--- src/rtl/pipeline_hazard_ctrl.sv ---
// Stall/flush sequencer for the 5-stage rv32i pipeline: stage load enables, bubbles, perf counters.
// Latency: control outputs combinational from inputs/state; state and counters update on posedge clk.
// Backpressure: any cache stall or busy mul/div freezes every stage; load-use bubbles ID/EX only.
module pipeline_hazard_ctrl #(
  parameter int CNT_WIDTH = 32
) (
  input  logic                 clk,
  input  logic                 rst,
  input  logic                 imem_read,
  input  logic                 imem_resp,
  input  logic                 dmem_req,
  input  logic                 dmem_resp,
  input  logic [4:0]           id_rs1,
  input  logic [4:0]           id_rs2,
  input  logic                 id_uses_rs1,
  input  logic                 id_uses_rs2,
  input  logic [4:0]           ex_rd,
  input  logic                 ex_mem_read,
  input  logic                 ex_br_mispredict,
  input  logic                 ex_muldiv_start,
  input  logic                 muldiv_done,
  output logic                 pc_load,
  output logic                 pc_redirect,
  output logic                 load_if_id,
  output logic                 load_id_ex,
  output logic                 load_ex_mem,
  output logic                 load_mem_wb,
  output logic                 flush_if_id,
  output logic                 flush_id_ex,
  output logic [CNT_WIDTH-1:0] stall_cnt,
  output logic [CNT_WIDTH-1:0] flush_cnt
);

  typedef enum logic [1:0] {RUN = 2'd0, MULDIV = 2'd1, MD_HOLD = 2'd2} state_t;

  localparam logic [CNT_WIDTH-1:0] CNT_ONE = CNT_WIDTH'(1);
  localparam logic [CNT_WIDTH-1:0] CNT_MAX = '1;

  state_t state, state_nxt;
  logic   if_stall, mem_stall, ext_stall;
  logic   md_busy, gstall, load_use, mispredict_fire;

  assign if_stall  = imem_read & ~imem_resp;
  assign mem_stall = dmem_req & ~dmem_resp;
  assign ext_stall = if_stall | mem_stall;

  always_ff @(posedge clk) begin
    if (rst) state <= RUN;
    else     state <= state_nxt;
  end

  // A result finishing under a cache stall parks in MD_HOLD so the still-asserted start is not re-issued.
  always_comb begin
    state_nxt = state;
    case (state)
      RUN:     if (ex_muldiv_start)
                 state_nxt = muldiv_done ? (ext_stall ? MD_HOLD : RUN) : MULDIV;
      MULDIV:  if (muldiv_done) state_nxt = ext_stall ? MD_HOLD : RUN;
      MD_HOLD: if (!ext_stall) state_nxt = RUN;
      default: state_nxt = RUN;
    endcase
  end

  always_comb begin
    md_busy = 1'b0;
    case (state)
      RUN:     md_busy = ex_muldiv_start & ~muldiv_done;
      MULDIV:  md_busy = ~muldiv_done;
      default: md_busy = 1'b0;
    endcase
  end

  assign gstall   = ext_stall | md_busy;
  assign load_use = ex_mem_read && (ex_rd != 5'd0) &&
                    ((id_uses_rs1 && (id_rs1 == ex_rd)) || (id_uses_rs2 && (id_rs2 == ex_rd)));
  assign mispredict_fire = ~rst & ~gstall & ex_br_mispredict;

  always_comb begin
    pc_load     = 1'b1;
    pc_redirect = 1'b0;
    load_if_id  = 1'b1;
    load_id_ex  = 1'b1;
    load_ex_mem = 1'b1;
    load_mem_wb = 1'b1;
    flush_if_id = 1'b0;
    flush_id_ex = 1'b0;
    if (rst) begin
      pc_load     = 1'b0;
      load_if_id  = 1'b0;
      load_id_ex  = 1'b0;
      load_ex_mem = 1'b0;
      load_mem_wb = 1'b0;
      flush_if_id = 1'b1;
      flush_id_ex = 1'b1;
    end else if (gstall) begin
      pc_load     = 1'b0;
      load_if_id  = 1'b0;
      load_id_ex  = 1'b0;
      load_ex_mem = 1'b0;
      load_mem_wb = 1'b0;
    end else if (ex_br_mispredict) begin
      // Wrong-path ID instruction: its load-use hazard is irrelevant.
      pc_redirect = 1'b1;
      flush_if_id = 1'b1;
      flush_id_ex = 1'b1;
    end else if (load_use) begin
      pc_load     = 1'b0;
      load_if_id  = 1'b0;
      flush_id_ex = 1'b1;
    end
  end

  always_ff @(posedge clk) begin
    if (rst) begin
      stall_cnt <= '0;
      flush_cnt <= '0;
    end else begin
      if (!pc_load && stall_cnt != CNT_MAX) stall_cnt <= stall_cnt + CNT_ONE;
      if (mispredict_fire && flush_cnt != CNT_MAX) flush_cnt <= flush_cnt + CNT_ONE;
    end
  end

endmodule

--- config.mk ---
export PLATFORM = sky130hd
export DESIGN_NAME = pipeline_hazard_ctrl
export DESIGN_NICKNAME = d
export VERILOG_FILES = /design/src/rtl/pipeline_hazard_ctrl.sv
export SDC_FILE = /design/constraint.sdc
export NUM_CORES = 1
export LEC_CHECK = 0
export BUFFER_PORTS_ARGS = -buffer_cell sky130_fd_sc_hd__buf_2
export CORE_MARGIN = 2
export CORE_UTILIZATION = 45
export DETAILED_ROUTE_END_ITERATION = 12
export MAX_ROUTING_LAYER = met4
export PLACE_DENSITY = 0.79
export SETUP_SLACK_MARGIN = 0.4
export SLEW_MARGIN = 20
export SYNTH_ARGS = -nofsm -noshare
export SYNTH_HDL_FRONTEND = slang
export SYNTH_SLANG_ARGS = --single-unit
--- constraint.sdc ---
create_clock -name clk -period 7.5 [get_ports clk]
set_clock_uncertainty 0.2 [all_clocks]
set_input_delay 1.125 -clock clk [delete_from_list [all_inputs] [get_ports clk]]
set_output_delay 1.125 -clock clk [all_outputs]
set_load 0.02 [all_outputs]
==> impl_results.md, run 1 <==
- Cell Rows: 31
- Number of synthesized register bits: 66
- Die Y: 91.56 um
- Drt first pass iters: 4
- Pwr dens: 175.7 nW/um^2
- Hold depth: 2
- Finished Layout Cells: roughly 620
- Syn. warnings: 0
- CTS Buf Count: 9
- CTS max path bufs: 2
- Status: finished, final reports clean
- Final core occ: 56.75%
- Post-placement setup slack: between 3000 and 4000 ps
- RSZ-0062 raised after global routing: false
- Clock-pin slew on the worst setup and hold paths: roughly 60 ps
- Gpl congestion: between 0.7 and 0.8
- Post-route setup slack: 3334 ps
- Mapped Cells: 422
- CTS Hold Buffers Added: 0
- Total Routing Usage GR: 20.20%
- Commonest non-fill, non-tap cells in the layout: buf_2, dfxtp_1, nor2_1
- Final net count: 542
- Worst Path Max Fanout: 76
- Fin Setup TNS: 0 ps
- Sequential share of the synthesized area: 38.30%
- Post-Syn Area: around 3400 sq um
- Post-CTS setup buffer count: 0
- Initial Util: 47.06%
- Peak supply drop: 0.08370 mV
- Multi-input gate area: 1968 sq um
- RR Startpoint: stall_cnt[0]
- Tmin final: 4166 ps
- Largest net degree at the start of global routing: 77
- Most common library cell in the layout ignoring fill and taps: buf_2
- CTS tree: built
- Most used flip-flop cell after synthesis: dfxtp_1
- Storage cell area: 1321 sq um
- Syn Nets: 451
- Pleak: about 1.6 nW
- Vias per std cell: 5.487
- Kind of critical path: primary input to primary output
- H-tree depth: 3
- First-pass GRT wire length: 13680 um
- # port buffers: 98
- Vias in the first global route: 3027
- # fillers: 683
- Fmax: 240.1 MHz
- Fin crit share: 55.54%
- Critical Path Sink Type: primary output
- Routed wire length: 8104 um
- Clk sinks: 66
- Netlist cell types: 46
- Initial antenna violation count: 0
- Share of cells above drive strength 1: 23.98%
- Final instance area: 4160 sq um
- Clock latency on the worst-skew pair: 330 ps
- Setup Viol. Count Final: 0
- Final Power: 0.7311 mW
- Core area: 7331 sq um
- Synth async-reset ratio: 0%
- Post-synth EDFFs: 0
- Max Cap Viol: 0
- Post-DP Area: 3960 sq um
- Crit path launch type: primary input
- Worst hold slack: roughly 300 ps
- Layout area overhead: 20.60%
- Avg Inst Size Synth: 8.174 sq um
- Antenna cells: 0
- DP HPWL: just under 6000 um
- Die area: 8382 sq um
- Post-route DRC: 0
- Grt ovf: 0
- Via count: 3380
- Critical path origin: rst
- Initial drt markers: 174
- HP Class: flop to flop
- DIE WIDTH: about 90 um
- Hold Crit Start: stall_cnt[29]
- Slew @ Worst Pin: about 840 ps
- Slew Limit Fails: 0
- Data required, critical path: 6170 ps
- IO Count: 99
- Routed length per instance: 13.16 um
- Post-route ant nets: 0
- Final hold vios: 0
- # resized after CTS: 0
- Root Buffer: clkbuf_8
- Relative slew slack: 43.98%
- Placed cell count: 601
- Reg2reg path depth: 7
- Data arrival time of the critical path: about 2800 ps
worst max-delay path, cell delays in order:
cell and delay, ps:
buf_2 90, buf_4 340, a2111oi_2 600, o221ai_1 340, nand2_1 160, buf_2 170
metal layers:
metal,vias up,share of wire (%),GRT usage [%]
met2,94,48,31.50
met1,1568,46,26.13
met3,7,5.8,3.900
li1,1711,-,-
met5,-,0,-
met4,0,1.1,7.197
path summary, 6_finish.rpt:
| kind | endpoint | slack [ps] |
|---|---|---|
| worst max-delay path | pc_load | 3330 |
| worst min-delay path | stall_cnt[29] | 300 |
| worst max register to register | stall_cnt[16] | 4310 |
| worst min register to register | stall_cnt[29] | 300 |
synthesized netlist by cell type, types with 2 or more instances:
master,n,area share [%]
ha_1,2,0.73
nor4_1,6,1.1
and2_1,2,0.36
xor2_1,8,2.0
nand2b_1,4,0.73
buf_4,5,1.1
and4_1,5,1.3
inv_1,9,0.98
nor2b_1,6,1.1
nand3_2,2,0.58
clkbuf_1,10,1.1
nor3b_1,3,0.65
o21ai_0,13,1.9
buf_2,2,0.29
a31o_2,2,0.51
nor4b_1,2,0.51
o31ai_1,10,2.2
or2_2,2,0.36
nor3_1,17,2.5
or3_1,25,4.5
xnor2_1,29,7.4
o2111ai_1,2,0.51
o21ai_1,9,1.3
nand3_1,23,3.3
nand2_1,29,3.2
a21oi_1,30,4.4
buf_6,2,0.65
dfxtp_1,66,38
or4_1,14,3.0
and3_1,3,0.54
mux2_1,5,1.6
nand4_1,15,2.7
nor2_1,47,5.1
registers in the layout, summed over array words and instances, names as in the netlist:
name       count
state          2
flush_cnt     32
stall_cnt     32
kinds of logic after synthesis:
logic type | synth area share (%)
AO/OA/AOI/OAI | 12.08
flip-flops | 38.30
adder cells (fa/ha/maj) | 0.7253
buffers and inverters | 4.643
multiplexers | 2.249
XOR/XNOR | 9.394
AND/OR/NAND/NOR | 32.61
final cells by class:
type / count / share of cell area [%]
Multi-Input combinational cell: 326 / 47.31
Sequential cell: 66 / 31.76
Timing Repair Buffer: 101 / 12.33
Clock buffer: 12 / 3.248
Tap cell: 99 / 2.977
Clock inverter: 3 / 1.564
Inverter: 9 / 0.8120
report_power, final:
part	leakage [nW]	total [mW]	switching, mW	internal [mW]
logic	0.968	0.0604	0.0387	0.0217
clock network	0.100	0.313	0.128	0.185
registers	0.532	0.358	0.00411	0.354
total	1.60	0.731	0.170	0.561
Note: power is estimated with default switching activity, not from simulation.
==> run 2: changes to the inputs <==
ABC_AREA = 1   (was not set)
PLACE_DENSITY = 0.76   (was 0.79)
clock period = 3.9 ns   (was 7.5 ns; I/O delays follow)
==> impl_results.md, run 2 <==
- Wl on met1: 5620 um
- Pwr dens: roughly 260 nW/um^2
- # resized after CTS: 0
- Commonest non-fill, non-tap cells in the layout: nand2_1, buf_2, nor2_1
- Tmin final: 2843 ps
- CTS Buf Count: 9
- Root Buffer: clkbuf_8
- Initial antenna violation count: 0
- Post-synth EDFFs: 0
- Slowest CP cell: buf_4
- Post-route DRC: 0
- Wire length on met3: 793 um
- Cell Chain, Critical Path: buf_2 -> inv_1 -> nand3_1 -> buf_4 -> nand2_1 -> buf_2
- DP HPWL: 8661 um
- Initial drt markers: between 300 and 400
- Clk sinks: 66
- Clock latency on the worst-skew pair: 360 ps
- Relative slew slack: 57.66%
- Fin crit share: 72.88%
- Met2 routed wirelength: 5307 um
- Final net count: 846
- Slew Limit Fails: 0
- Cell Rows: 36
- Via count: slightly below 5k
- CTS Hold Buffers Added: 0
- Commonest cells in the netlist: nand2_1, nor2_1, dfxtp_1
- Sequential share of the synthesized area: 29.32%
- Drt first pass iters: 8
- Initial Util: 46.32%
- Pleak: between 2 and 2.5 nW
- Share of cells above drive strength 1: 18.39%
- Most common library cell in the layout ignoring fill and taps: nand2_1
- Routed wire length: 11890 um
- Largest registers: flush_cnt: 32 flops, stall_cnt: 32 flops, state: 2 flops
- Crit path launch type: primary input
- Final Power: 1.346 mW
- Routed length per instance: 12.47 um
- H-tree depth: 3
- # port buffers: 98
- Post-DP Area: 5025 sq um
- CP delay by family, top: buffers and inverters
- Avg Inst Size Synth: 6.157 sq um
- Post-route ant nets: 0
- Synth area leaders: dfxtp_1, nand2_1, nor2_1
- Data arrival time of the critical path: 2060 ps
- Die Y: 104.1 um
- Syn. warnings: 0
- Grt ovf: 0
- Final instance area: 5195 sq um
- Fin Setup TNS: 0 ps
- Mapped Cells: around 730
- Data required, critical path: 3120 ps
- Slowest stage delay, CP: 340 ps
- Largest net degree at the start of global routing: 45
- Clock-pin slew on the worst setup and hold paths: 80 ps
- Total Routing Usage GR: 22.80%
- Post-Syn Area: 4507 sq um
- Area share of the largest cell type after synthesis: 29.32%
- Yosys top cell by area: dfxtp_1
- Multi-input gate area: 2825 sq um
- Vias per std cell: 5.050
- Fmax: 351.8 MHz
- Vias in the first global route: between 4k and 5k
- Number of synthesized register bits: 66
- # fillers: 1042
- Count leader, synth: nand2_1
- Kind of critical path: primary input to primary output
- Setup Viol. Count Final: 0
- Final hold vios: 0
- IO Count: 99
- Critical Path Sink Type: primary output
- Status: finished, final reports clean
- Die area: between 10000 and 15000 sq um
- Buffer and inverter count on the worst path: 4
- Core area: 9729 sq um
- HP Class: flop to flop
- RSZ-0062 raised after global routing: false
- First-pass GRT wire length: 19910 um
- CTS max path bufs: 2
- Max Used Layer: met4
- CTS tree: built
- Max Cap Viol: 0
- Gpl congestion: 0.9749
- DIE WIDTH: about 100 um
- Antenna cells: 0
- Most used flip-flop cell after synthesis: dfxtp_1
- Slew @ Worst Pin: approximately 630 ps
- Netlist cell types: 32
- Storage cell area: 1321 sq um
- Syn Nets: roughly 760
- Layout area overhead: 15.27%
- Synth async-reset ratio: 0%
- Most frequent CP cell: buf_2
- Post-CTS setup buffer count: 0
- Worst Path Max Fanout: 34
- Peak supply drop: 0.1265 mV
==> run 2: cell count changes after synthesis, moves of 16 or more <==
cell | previous run | this run
a21oi_1 | 30 | 49
nand3b_1 | 0 | 17
nor2_1 | 47 | 96
nand2_1 | 29 | 268
nand4_1 | 15 | 36
xnor2_1 | 29 | 9
xor2_1 | 8 | 24
or3_1 | 25 | 0
inv_1 | 9 | 49
==> run 2: cell type report <==
class / count / share of cell area [%]
Inverter: 51 / 3.685
Tap cell: 133 / 3.203
Clock buffer: 11 / 2.722
Sequential cell: 66 / 25.43
Timing Repair Buffer: 102 / 10.02
Clock inverter: 4 / 0.5540
Multi-Input combinational cell: 587 / 54.38
==> run 2: final timing paths <==
| check | from | to | slack [ps] | depth (start not counted) |
|---|---|---|---|---|
| setup / recovery | rst | load_if_id | 1060 | 6 |
| hold / removal | flush_cnt[10] | flush_cnt[10] | 300 | 2 |
| setup reg to reg | flush_cnt[0] | flush_cnt[24] | 1110 | 12 |
| hold reg to reg | flush_cnt[10] | flush_cnt[10] | 300 | 2 |
==> run 2: cell families (layout without fill, tap and decap cells) <==
group	count (synthesis)	in the layout	share of synthesized area, %
adders and majority gates	2	2	0.5552
AOI/OAI and AO/OA	67	67	8.357
buffers and inverters	79	168	7.995
DFF	66	66	29.32
and+or+nand+nor	485	485	47.36
xor gates and xnor gates	33	33	6.413
==> run 2: routing by layer <==
metal	track usage (%)	vias to the layer above
li1	-	2519
met1	31.22	2116
met2	34.87	166
met3	3.885	17
met4	6.178	0
met5	-	-
==> run 2: through the flow <==
stage / utilization, % / worst slack (ps) / hold slack (ps) / instances
floorplan: - / 1118 / 304.4 / 732
global placement: 51.65 / 929.4 / 282.4 / 939
detailed placement: 51.65 / 897.3 / 288.2 / 939
CTS: 53.40 / 1075 / 300.8 / 954
global route: 53.40 / 906.2 / 330.5 / 954
finish: 53.40 / 1058 / 299.9 / 954
==> run 2: worst reg2reg max path, cell delays in order (launching register included) <==
cell     delay [ps]
dfxtp_1         400
ha_1            170
inv_1           100
nor2_1          200
nand2_1         130
nor2_2          160
nand3_1         120
nand2_2         470
inv_2           420
nand2_1         170
nand2_1          60
nand2_1          50
nor2_1           50
==> run 2: where the power goes <==
part	switching (mW)	internal, mW
Clock	0.276	0.245
Combinational	0.0988	0.0402
Sequential	0.00753	0.679
Total	0.382	0.964
==> run 3: changes to the inputs <==
PLACE_DENSITY = 0.79   (was 0.76)
clock period = 2.4 ns   (was 3.9 ns; I/O delays follow)
==> impl_results.md, run 3 (synthesis results as in run 2) <==
- Initial Util: between 40 and 50%
- Data required, critical path: 1840 ps
- Slowest stage delay, CP: approximately 370 ps
- Most frequent CP cell: nor2_4
- Top Usage Layer GRT: met2
- HP Class: primary input to flop
- Via count: between 5k and 6k
- GRT met2 Usage: approximately two fifths
- Share of cells above drive strength 1: 30.65%
- Slowest CP cell: dfxtp_4
- Final hold vios: 0
- Worst Path Max Fanout: 3
- Slew Limit Fails: 0
- Initial drt markers: around 350
- Vias in the first global route: 4383
- Pleak: about 2.5 nW
- Post-placement setup slack: 230.1 ps
- Final core occ: 62.55%
- Commonest non-fill, non-tap cells in the layout: nand2_1, buf_2, nor2_1
- IO Count: 99
- # fillers: about 870
- Fin crit share: 88.64%
- Largest registers: flush_cnt: 32 flops, stall_cnt: 32 flops, state: 2 flops
- Critical Path Sink Type: primary output
- H-tree depth: 3
- Finished Layout Cells: 1001
- Routed wire length: ~14000 um
- Final Power: 2.386 mW
- Fmax: 470.1 MHz
- Setup Viol. Count Final: 0
- Core area: 9729 sq um
- Antenna cells: 0
- Routed length per instance: between 10 and 15 um
- CTS Buf Count: 9
- Final net count: between 800 and 900
- Post-route DRC: 0
- Met3 GRT Util: 5.075%
- Peak supply drop: 0.2247 mV
- DIE WIDTH: 104.1 um
- Total Routing Usage GR: roughly a quarter
- First-pass GRT wire length: 20970 um
- Status: finished, final reports clean
- R2R Setup Slk: 290 ps
- Layout area overhead: 35.04%
- Largest net degree at the start of global routing: 34
- GR Util met1: between 30% and 40%
- Most common library cell in the layout ignoring fill and taps: nand2_1
- CTS tree: built
- DP HPWL: 9369 um
- # port buffers: 98
- Clock-pin slew on the worst setup and hold paths: about 80 ps
- Pwr dens: 392.0 nW/um^2
- Crit path launch type: flop
- CTS Hold Buffers Added: 0
- Tmin final: around 2100 ps
- Post-route ant nets: 0
- Die area: between 10000 and 15000 sq um
- Clk sinks: 66
- Initial antenna violation count: 0
- Kind of critical path: flop to primary output
- Vias per std cell: 5.299
- Root Buffer: clkbuf_8
- Cell Rows: 36
- Drt first pass iters: 5
- Grt ovf: 0
- Max Cap Viol: 0
- Final instance area: 6086 sq um
- Placed cell count: 952
- Reg2reg path depth: 10
- Die Y: 104.1 um
- Clock latency on the worst-skew pair: 360 ps
- Fin Setup TNS: 0 ps
- Hold depth: 3
- Post-route setup slack: 272.6 ps
- Cell Chain, Critical Path: nor2_2 -> nand3_2 -> nand2_2 -> nor2_4 -> inv_2 -> nor2_4 -> nand2_8 -> nand2_4 -> buf_6
- Post-DP Area: 5160 sq um
- Relative slew slack: 70.53%
- Gpl congestion: 0.9208
- RSZ-0062 raised after global routing: true
- Worst hold slack: 88.41 ps
- Data arrival time of the critical path: 1570 ps
- Slew @ Worst Pin: 442.0 ps
- CTS max path bufs: 2
-- run 3: cell types whose count changed in the layout (fill, tap and decap cells not counted), sizes merged --
cell / before / now
clkinv: 2 / 3
buf: 102 / 142
clkbuf: 11 / 17
-- run 3: worst paths after layout --
path | startpoint | end
worst max-delay path | state[0] | pc_load
worst min-delay path | muldiv_done | state[1]
worst max register to register | stall_cnt[9] | stall_cnt[0]
worst min register to register | flush_cnt[10] | flush_cnt[10]
-- run 3: layout make-up --
cell class | instances | area (sq um) | share of cell area (%)
Multi-Input combinational cell | 587 | 3079 | 50.60
Clock inverter | 5 | 30.03 | 0.4934
Timing Repair Buffer | 148 | 1116 | 18.34
Tap cell | 133 | 166.4 | 2.734
Clock buffer | 11 | 141.4 | 2.323
Inverter | 51 | 198.9 | 3.269
Sequential cell | 66 | 1354 | 22.25
-- run 3: where the power goes --
| group | leakage (nW) | switching, mW | total (mW) | internal [mW] |
|---|---|---|---|---|
| sequential | 0.542 | 0.0130 | 1.12 | 1.10 |
| clock | 0.0851 | 0.463 | 0.861 | 0.398 |
| combinational | 1.88 | 0.223 | 0.407 | 0.184 |
| total | 2.51 | 0.699 | 2.39 | 1.69 |
-- run 3: timing repair --
item	CTS	global route
endpoints found under the setup margin	71	65
resized for setup	33	74
pin swaps	6	20
buffers inserted	7	18
gates cloned	1	7
-- run 3: worst max-delay path: cells and delay by family (launching register included) --
kind	cells	cell delay (ps)
and+or+nand+nor	7	650
buffers and inverters	2	200
DFF	1	370
-- run 3: routing by layer --
metal  wire, um  up-vias  part of all wire [%]
li1           -     2617                     -
met1       5787     2438                    41
met2       6971      216                    49
met3       1057       33                   7.5
met4        358        0                   2.5
met5          0        -                     0
